**config.mk**
```make
export PLATFORM = sky130hd
export DESIGN_NAME = button_conditioner
export DESIGN_NICKNAME = d
export VERILOG_FILES = /design/src/rtl/button_conditioner.sv
export SDC_FILE = /design/constraint.sdc
export NUM_CORES = 1
export LEC_CHECK = 0
export ABC_AREA = 1
export CAP_MARGIN = 10
export CORE_UTILIZATION = 50
export DETAILED_ROUTE_END_ITERATION = 8
export GPL_TIMING_DRIVEN = 0
export MAX_ROUTING_LAYER = met4
export PLACE_DENSITY = 0.73
export SYNTH_ARGS = -nofsm -noshare
export SYNTH_HDL_FRONTEND = slang
export SYNTH_SLANG_ARGS = --single-unit
```
**constraint.sdc**
```tcl
create_clock -name clk -period 1.9 [get_ports clk]
set_input_delay 0.38 -clock clk [delete_from_list [all_inputs] [get_ports clk]]
set_output_delay 0.38 -clock clk [all_outputs]
set_load 0.05 [all_outputs]
```
**src/rtl/button_conditioner.sv**
```systemverilog
// Push-button conditioner: synchroniser, debounce FSM and one-clock press/release pulses.
// Optional long-press detector enabled by defining the macro LONG_PRESS_EN.
module button_conditioner #(
   parameter logic [19:0] DEBOUNCE_CYCLES = 20'd1000,
   parameter int          SYNC_STAGES     = 2,
   parameter logic [19:0] LONG_CYCLES     = 20'd50000
) (
   input  logic clk,
   input  logic rst,
   input  logic button_raw,
   output logic button_level,
   output logic button_pulse,
   output logic release_pulse,
   output logic long_press
);

   typedef enum logic [1:0] {
      IDLE         = 2'd0,
      PRESS_WAIT   = 2'd1,
      HELD         = 2'd2,
      RELEASE_WAIT = 2'd3
   } state_t;

   logic [SYNC_STAGES-1:0] sync_q;
   logic                   s;

   state_t      state;
   state_t      state_nx;
   logic [19:0] cnt;
   logic [19:0] cnt_nx;
   logic        level_nx;
   logic        pulse_nx;
   logic        release_nx;

   function automatic logic [19:0] sat_inc(input logic [19:0] value);
      sat_inc = (value == 20'hF_FFFF) ? value : value + 20'd1;
   endfunction

   // Synchroniser stage: only the last flop is seen by the FSM
   always_ff @(posedge clk) begin
      if (!rst) begin
         sync_q <= '0;
      end else begin
         sync_q <= {sync_q[SYNC_STAGES-2:0], button_raw};
      end
   end

   assign s = sync_q[SYNC_STAGES-1];

   // Debounce FSM stage
   always_ff @(posedge clk) begin
      if (!rst) begin
         state         <= IDLE;
         cnt           <= '0;
         button_level  <= 1'b0;
         button_pulse  <= 1'b0;
         release_pulse <= 1'b0;
      end else begin
         state         <= state_nx;
         cnt           <= cnt_nx;
         button_level  <= level_nx;
         button_pulse  <= pulse_nx;
         release_pulse <= release_nx;
      end
   end

   always_comb begin
      state_nx   = state;
      cnt_nx     = cnt;
      level_nx   = button_level;
      pulse_nx   = 1'b0;
      release_nx = 1'b0;
      case (state)
         IDLE: begin
            if (s) begin
               state_nx = PRESS_WAIT;
               cnt_nx   = 20'd1;
            end else begin
               cnt_nx   = '0;
            end
         end
         PRESS_WAIT: begin
            if (!s) begin
               state_nx = IDLE;
               cnt_nx   = '0;
            end else if (cnt == DEBOUNCE_CYCLES) begin
               state_nx = HELD;
               cnt_nx   = '0;
               level_nx = 1'b1;
               pulse_nx = 1'b1;
            end else begin
               cnt_nx   = sat_inc(cnt);
            end
         end
         HELD: begin
            if (!s) begin
               state_nx = RELEASE_WAIT;
               cnt_nx   = 20'd1;
            end
         end
         RELEASE_WAIT: begin
            // A bounce back to pressed returns to HELD without a new press pulse
            if (s) begin
               state_nx   = HELD;
               cnt_nx     = '0;
            end else if (cnt == DEBOUNCE_CYCLES) begin
               state_nx   = IDLE;
               cnt_nx     = '0;
               level_nx   = 1'b0;
               release_nx = 1'b1;
            end else begin
               cnt_nx     = sat_inc(cnt);
            end
         end
         default: begin
            state_nx = IDLE;
            cnt_nx   = '0;
         end
      endcase
   end

`ifdef LONG_PRESS_EN
   logic [19:0] hcnt;
   logic [19:0] hcnt_inc;

   assign hcnt_inc = hcnt + 20'd1;

   // Long-press stage: hcnt restarts only when a press is accepted, so release
   // bounces do not re-arm it; it saturates, so long_press fires once per press.
   always_ff @(posedge clk) begin
      if (!rst) begin
         hcnt       <= '0;
         long_press <= 1'b0;
      end else begin
         long_press <= 1'b0;
         if (state == PRESS_WAIT && state_nx == HELD) begin
            hcnt <= '0;
         end else if (state_nx == IDLE) begin
            hcnt <= '0;
         end else if ((state == HELD || state == RELEASE_WAIT) && hcnt < LONG_CYCLES) begin
            hcnt <= hcnt_inc;
            if (hcnt_inc == LONG_CYCLES) begin
               long_press <= 1'b1;
            end
         end
      end
   end
`else
   logic unused_long_cfg;

   assign unused_long_cfg = ^LONG_CYCLES;
   assign long_press      = 1'b0;
`endif

endmodule

```
==> impl_results.md, run 1 <==
* Vias per cell at 4.87
* Global Route met2 Usage at 30.7%
* M1 GR Usage at 27.6%
* Total GRT Usage at 20.3%
* Global-route wire length before repair at 5.15 mm
* Mux cell area share after synthesis at 0%
* P_sw at 234 uW
* Hold Vio Cnt, Final at 0
* Worst Hold Class: flop to flop
* Levels on crit path at 1
* Crit path time final at 1.82 ns
* # clock sinks at 27
* Worst reg2reg path endpoint: cnt[14]$_SDFFE_PN0P_
* Ys flop type: dfxtp_1
* CTS root buffer: clkbuf_4
* CP Class: flop to primary output
* Count of final setup violators at 0
* Reg-to-Reg Start: cnt[0]$_SDFFE_PN0P_
* TritonCTS Buffers at 3
* Leak at 0.636 nW
* Antenna diodes at 0
* Worst EP required at 1.52 ns
* Die area at 3460 um^2
* CP endpoint: release_pulse
* Seq/Total Area, Yosys at 33.5%
* Post-Syn Area at 1620 um^2
* Num ports at 7
* Post-Route WL at 3.08 mm
* Worst-skew pair later-pin latency at 0.34 ns
* Slowest CP cell: clkdlybuf4s50_1
* H-tree Lvls at 1
* Fmax at 548 MHz
* Most frequent cells in the layout: nand2_1, inv_1, dfxtp_1
* Simple-gate portion of the synthesized area at 44.6%
* Global placer's final weighted congestion at 0.844
* Internal at 689 uW
* Crit-path max cell delay at 0.79 ns
* Antenna-violating nets left at 0
* Outcome: finished clean
* DRC viols at 0
* Final period utilization at 96.0%
* Synth async-reset ratio at 0%
* Setup crit end kind: primary output
* Seq pwr share at 64.0%
* Main combinational cell family by area after synthesis: simple AND/OR/NAND/NOR gates
* Cell count of the worst reg-to-reg path at 10
* Post-CTS Setup Repair Bufs at 0
* Fin Setup TNS at 0 ns
* Largest net degree at the start of global routing at 15
* CTS tree: done
* Die Y at 58.8 um
* Mapped Cells at 227
* Syn_nets at 232
* Yosys warnings at 0
* Initial Util at 52.9%
* Crit path max-delay family: buffers and inverters
* Fill count at 296
* Share of cells above drive strength 1 at 16.5%
* CTS resizes at 0
* Worst Clk Skew at 0.0184 ns
* Drt wl/cell at 11.0 um
* Worst-path maximum fanout at 1
* Die W at 58.8 um
* Adder-Cell Fraction of Synth Area at 1.55%
* Post-synth EDFFs at 0
* Nets at 242
* Synthesized flop and latch total at 27
* Area grow syn2layout at 8.29%
* Synth Area per Inst at 7.12 um^2
* Synth Area in Compound Gates at 7.67%
* Cell row count at 20
* Fraction of power spent switching nets at 25.4%
* Bufs and invs on worst path at 1
* DRT iter0 DRCs at 101
* Number of global-route vias before repair at 1151
* XOR/XNOR Fraction of Synth Area at 2.71%
* IO Port Bufs at 5
* RSZ-0062 raised after global routing: false
* Gr ovfl total at 0
* Core area at 3050 um^2
* Clock Path Buffers at 2
* DRT Pass-1 Iters at 4
* Clock power share at 28.0%
* Worst EP arrival at 1.44 ns
* # Max-Cap Violations at 0
* Global Route met3 Usage at 2.64%
* Max-slew violation count at 0
* Flop-to-flop setup slack at 0.24 ns
* Hold Slack at 0.429 ns
* Hold Buf Count CTS at 0
* Clk slew on worst S/H paths at 0.13 ns
* Placed insts at 276
* Critical Path Start Type: flop
* Cell Chain, Critical Path: clkdlybuf4s50_1
* Vias at 1364
* Final Non-Filler Cells at 280
* Logic pwr share at 8.1%
* PwrDens at 528 nW/um^2
* Peak VDD IR at 0.311 mV
* Commonest non-fill, non-tap cell in the layout: nand2_1
* Crit path from: release_pulse$_SDFF_PP0_
* Initial antenna violation count at 0
* Detailed Place HPWL at 2.36 mm
* Number of distinct library cells after synthesis at 30
* GRT busiest layer: met2
==> power by group through the flow <==
stage          registers [mW]  clock network [mW]  logic, mW
4_1_cts                 0.591               0.262     0.0754
6_report                0.591               0.258     0.0745
3_3_place_gp            0.603                   0     0.0735
5_1_grt                 0.594               0.294     0.0827
3_5_place_dp            0.603                   0     0.0749
2_1_floorplan           0.600                   0     0.0583
==> per-stage QoR <==
| stage | power, mW | worst slack, ns | area, um^2 | utilization [%] |
|---|---|---|---|---|
| floorplan | 0.659 | 0.436 | 1620 | - |
| global placement | 0.677 | 0.0785 | 1720 | 56.4 |
| detailed placement | 0.678 | 0.0695 | 1720 | 56.4 |
| CTS | 0.928 | 0.0388 | 1750 | 57.2 |
| global route | 0.971 | 0.0227 | 1750 | 57.3 |
| finish | 0.923 | 0.0752 | 1750 | 57.3 |
==> metal layers <==
| metal | wire [um] | vias to the layer above |
|---|---|---|
| li1 | - | 744 |
| met1 | 1620 | 606 |
| met2 | 1360 | 9 |
| met3 | 55 | 5 |
| met4 | 44 | 0 |
| met5 | 0 | - |
==> cell families after synthesis <==
| kind of cell | count (synthesis) |
|---|---|
| compound gates | 20 |
| other cells | 1 |
| flops | 27 |
| simple gates | 136 |
| buf+inv | 36 |
| xor+xnor | 5 |
| fa+ha+maj | 2 |
==> layout make-up <==
class,count,area [um^2],area share [%]
clock buffer,4,26.3,1.50
sequential,27,541,30.9
inverter,32,120,6.87
multi-input combinational,164,917,52.4
buffer,4,37.5,2.15
tap,44,55.1,3.15
timing repair buffer,5,52.6,3.00
==> how the worst min path moves through the flow <==
stage / from / endpoint / slack [ns] / cells after the start
final: sync_q[0]$_SDFF_PN0_ / sync_q[1]$_SDFF_PN0_ / 0.43 / 2
after global routing: sync_q[0]$_SDFF_PN0_ / sync_q[1]$_SDFF_PN0_ / 0.46 / 2
after CTS: sync_q[0]$_SDFF_PN0_ / sync_q[1]$_SDFF_PN0_ / 0.43 / 2
after detailed placement: sync_q[0]$_SDFF_PN0_ / sync_q[1]$_SDFF_PN0_ / 0.40 / 2
after global placement: sync_q[0]$_SDFF_PN0_ / sync_q[1]$_SDFF_PN0_ / 0.39 / 2
after floorplan: sync_q[0]$_SDFF_PN0_ / sync_q[1]$_SDFF_PN0_ / 0.39 / 2
==> sequential cells by signal (all words and copies together), names as in the netlist, named ones only <==
name and cells:
state 1, sync_q 2, cnt 20, button_level 1, button_pulse 1, release_pulse 1
==> cells in the mapped netlist (2+ instances only) <==
cell | count | area share [%]
a21oi_1 | 7 | 2.2
a21oi_2 | 2 | 1.1
buf_4 | 2 | 0.93
buf_6 | 2 | 1.4
dfxtp_1 | 27 | 33
ha_1 | 2 | 1.5
inv_1 | 28 | 6.5
inv_2 | 4 | 0.93
nand2_1 | 51 | 12
nand2_2 | 5 | 1.9
nand3_1 | 20 | 6.2
nand3_2 | 3 | 1.9
nand4_1 | 4 | 1.5
nor2_1 | 25 | 5.8
nor2_4 | 5 | 3.5
nor3_1 | 11 | 3.4
nor3b_2 | 5 | 3.9
o21ai_0 | 8 | 2.5
xor2_1 | 5 | 2.7
Power figures use the tool's default switching activity.
==> run 2: changes to the inputs <==
DONT_BUFFER_PORTS = 1   (was unset)
PLACE_DENSITY = 0.7   (was 0.73)
==> run 2 against run 1 <==
  * Sequential power about the same
  * Critical path depth increased by 9
  * First-iteration DRC count decreased by 32%
  * Total power decreased by 1.1%
  * Non-clock buffer count decreased by 5
  * Critical path type is now flop to flop
  * Global-route usage decreased by 0.31 points
  * Final cell count decreased by 1.8%
  * Flip-flop and latch count unchanged
==> impl_results.md, run 2 (synthesis results as in run 1) <==
* Placed Area at 1670 um^2 (was 1720 um^2)
* Largest net degree at the start of global routing at 16 (was 15)
* Fill count at 313 (was 296)
* Reg area at 541 um^2 (unchanged)
* Fin Setup TNS at 0 ns (unchanged)
* Max-slew violation count at 0 (unchanged)
* Number of global-route vias before repair at 1155 (was 1151)
* Share of cells above drive strength 1 at 17.3% (was 16.5%)
* Most flops, register: cnt (unchanged)
* Placed insts at 271 (was 276)
* Count of final setup violators at 0 (unchanged)
* DRC viols at 0 (unchanged)
* # clock sinks at 27 (unchanged)
* Hold Buf Count CTS at 0 (unchanged)
* Largest register FFs at 20 (unchanged)
* PnR worst setup slack at 0.187 ns (was 0.0752 ns)
* Worst EP arrival at 1.94 ns (was 1.44 ns)
* Worst-path maximum fanout at 10 (was 1)
* Total GRT Usage at 20.0% (was 20.3%)
* Clk slew on worst S/H paths at 0.15 ns (was 0.13 ns)
* Die Y at 58.8 um (unchanged)
* PwrDens at 538 nW/um^2 (was 528 nW/um^2)
* Leak at 0.602 nW (was 0.636 nW)
* Post-Route WL at 3.01 mm (was 3.08 mm)
* Num ports at 7 (unchanged)
* IO Port Bufs at 0 (was 5)
* Initial antenna violation count at 0 (unchanged)
* Crit path time final at 1.71 ns (was 1.82 ns)
* Nets at 237 (was 242)
* Core area at 3050 um^2 (unchanged)
* Antenna diodes at 0 (unchanged)
* Final Cell Area at 1700 um^2 (was 1750 um^2)
* Setup crit end kind: flop (was primary output)
* Most frequent cells in the layout: nand2_1, inv_1, dfxtp_1 (unchanged)
* Die area at 3460 um^2 (unchanged)
* CTS root buffer: clkbuf_4 (unchanged)
* Least-Margin Pin Slew at 0.506 ns
* Worst Hold Class: input pin to flop (was flop to flop)
* H-tree Lvls at 1 (unchanged)
* Vias per cell at 4.89 (was 4.87)
* Hold Slack at 0.137 ns (was 0.429 ns)
* Multi-input gate area at 917 um^2 (unchanged)
* DRT Pass-1 Iters at 4 (unchanged)
* Global-route wire length before repair at 5.15 mm (unchanged)
* CTS resizes at 0 (unchanged)
* Peak VDD IR at 0.411 mV (was 0.311 mV)
* Gr ovfl total at 0 (unchanged)
* DRT iter0 DRCs at 69 (was 101)
* Antenna-violating nets left at 0 (unchanged)
* CTS tree: done (unchanged)
* Placement Setup Slack at 0.200 ns (was 0.0695 ns)
* Fmax at 584 MHz (was 548 MHz)
* Area grow syn2layout at 5.11% (was 8.29%)
* Worst EP required at 2.13 ns (was 1.52 ns)
* Vias at 1345 (was 1364)
* Worst Clk Skew at 0.00314 ns (was 0.0184 ns)
* Hold Vio Cnt, Final at 0 (unchanged)
* Final period utilization at 90.2% (was 96.0%)
* Commonest non-fill, non-tap cell in the layout: nand2_1 (unchanged)
* Post-CTS Setup Repair Bufs at 0 (unchanged)
* Cell row count at 20 (unchanged)
* Final Non-Filler Cells at 275 (was 280)
* RSZ-0062 raised after global routing: false (unchanged)
* Drt wl/cell at 11.0 um (about the same)
* CP Class: flop to flop (was flop to primary output)
* Outcome: finished clean (unchanged)
* Global placer's final weighted congestion at 0.852 (was 0.844)
* # Max-Cap Violations at 0 (unchanged)
* Max-slew headroom at the worst pin at 66.2%
* Biggest regs: cnt x20, sync_q x2 (unchanged)
* Detailed Place HPWL at 2.36 mm (about the same)
* Clock Path Buffers at 2 (unchanged)
* Initial Util at 52.9% (unchanged)
* Die W at 58.8 um (unchanged)
* TritonCTS Buffers at 3 (unchanged)
* Critical Path Start Type: flop (unchanged)
* Worst-skew pair later-pin latency at 0.33 ns (was 0.34 ns)
==> run 2: cell type report <==
class	count	area share, %
well taps	44	3.24
inverters	32	7.07
multi-input cells	164	54.0
flip-flops and latches	27	31.8
clock inverters	1	0.295
plain buffers	4	2.21
clock buffers	3	1.33
==> run 2: per-stage QoR <==
stage | power [mW] | util (%)
after floorplan | 0.659 | -
after global placement | 0.671 | 54.7
after detailed placement | 0.673 | 54.7
after CTS | 0.925 | 55.6
after global routing | 0.961 | 55.6
final | 0.913 | 55.6
==> run 2: per-layer routing <==
metal / global-route usage (%) / vias to the layer above / wire [um]
met5: - / - / 0
met4: 2.72 / 0 / 10
met3: 3.96 / 2 / 117
met2: 30.0 / 24 / 1320
met1: 28.3 / 580 / 1560
li1: - / 739 / -
==> run 2: final timing paths <==
check,slack [ns],end,startpoint,cells past startpoint
worst max register to register,0.19,cnt[2]$_SDFFE_PN0P_,cnt[0]$_SDFFE_PN0P_,10
worst min register to register,0.43,sync_q[1]$_SDFF_PN0_,sync_q[0]$_SDFF_PN0_,2
worst max-delay path,0.19,cnt[2]$_SDFFE_PN0P_,cnt[0]$_SDFFE_PN0P_,10
worst min-delay path,0.14,sync_q[1]$_SDFF_PN0_,rst,2
==> run 2: power breakdown <==
part | internal, mW | switching, mW | leakage (nW)
clock | 0.0791 | 0.173 | 0.0177
sequential | 0.578 | 0.0136 | 0.218
combinational | 0.0255 | 0.0441 | 0.366
total | 0.682 | 0.231 | 0.602
==> run 2: critical path, cell delays in order, from the launching register on <==
cell	delay [ns]
dfxtp_1	0.38
inv_1	0.09
ha_1	0.15
nand2_1	0.05
nor2_1	0.17
nand3_1	0.15
nor2_4	0.16
nor2_4	0.07
o21ai_4	0.15
buf_6	0.18
nor3b_2	0.06
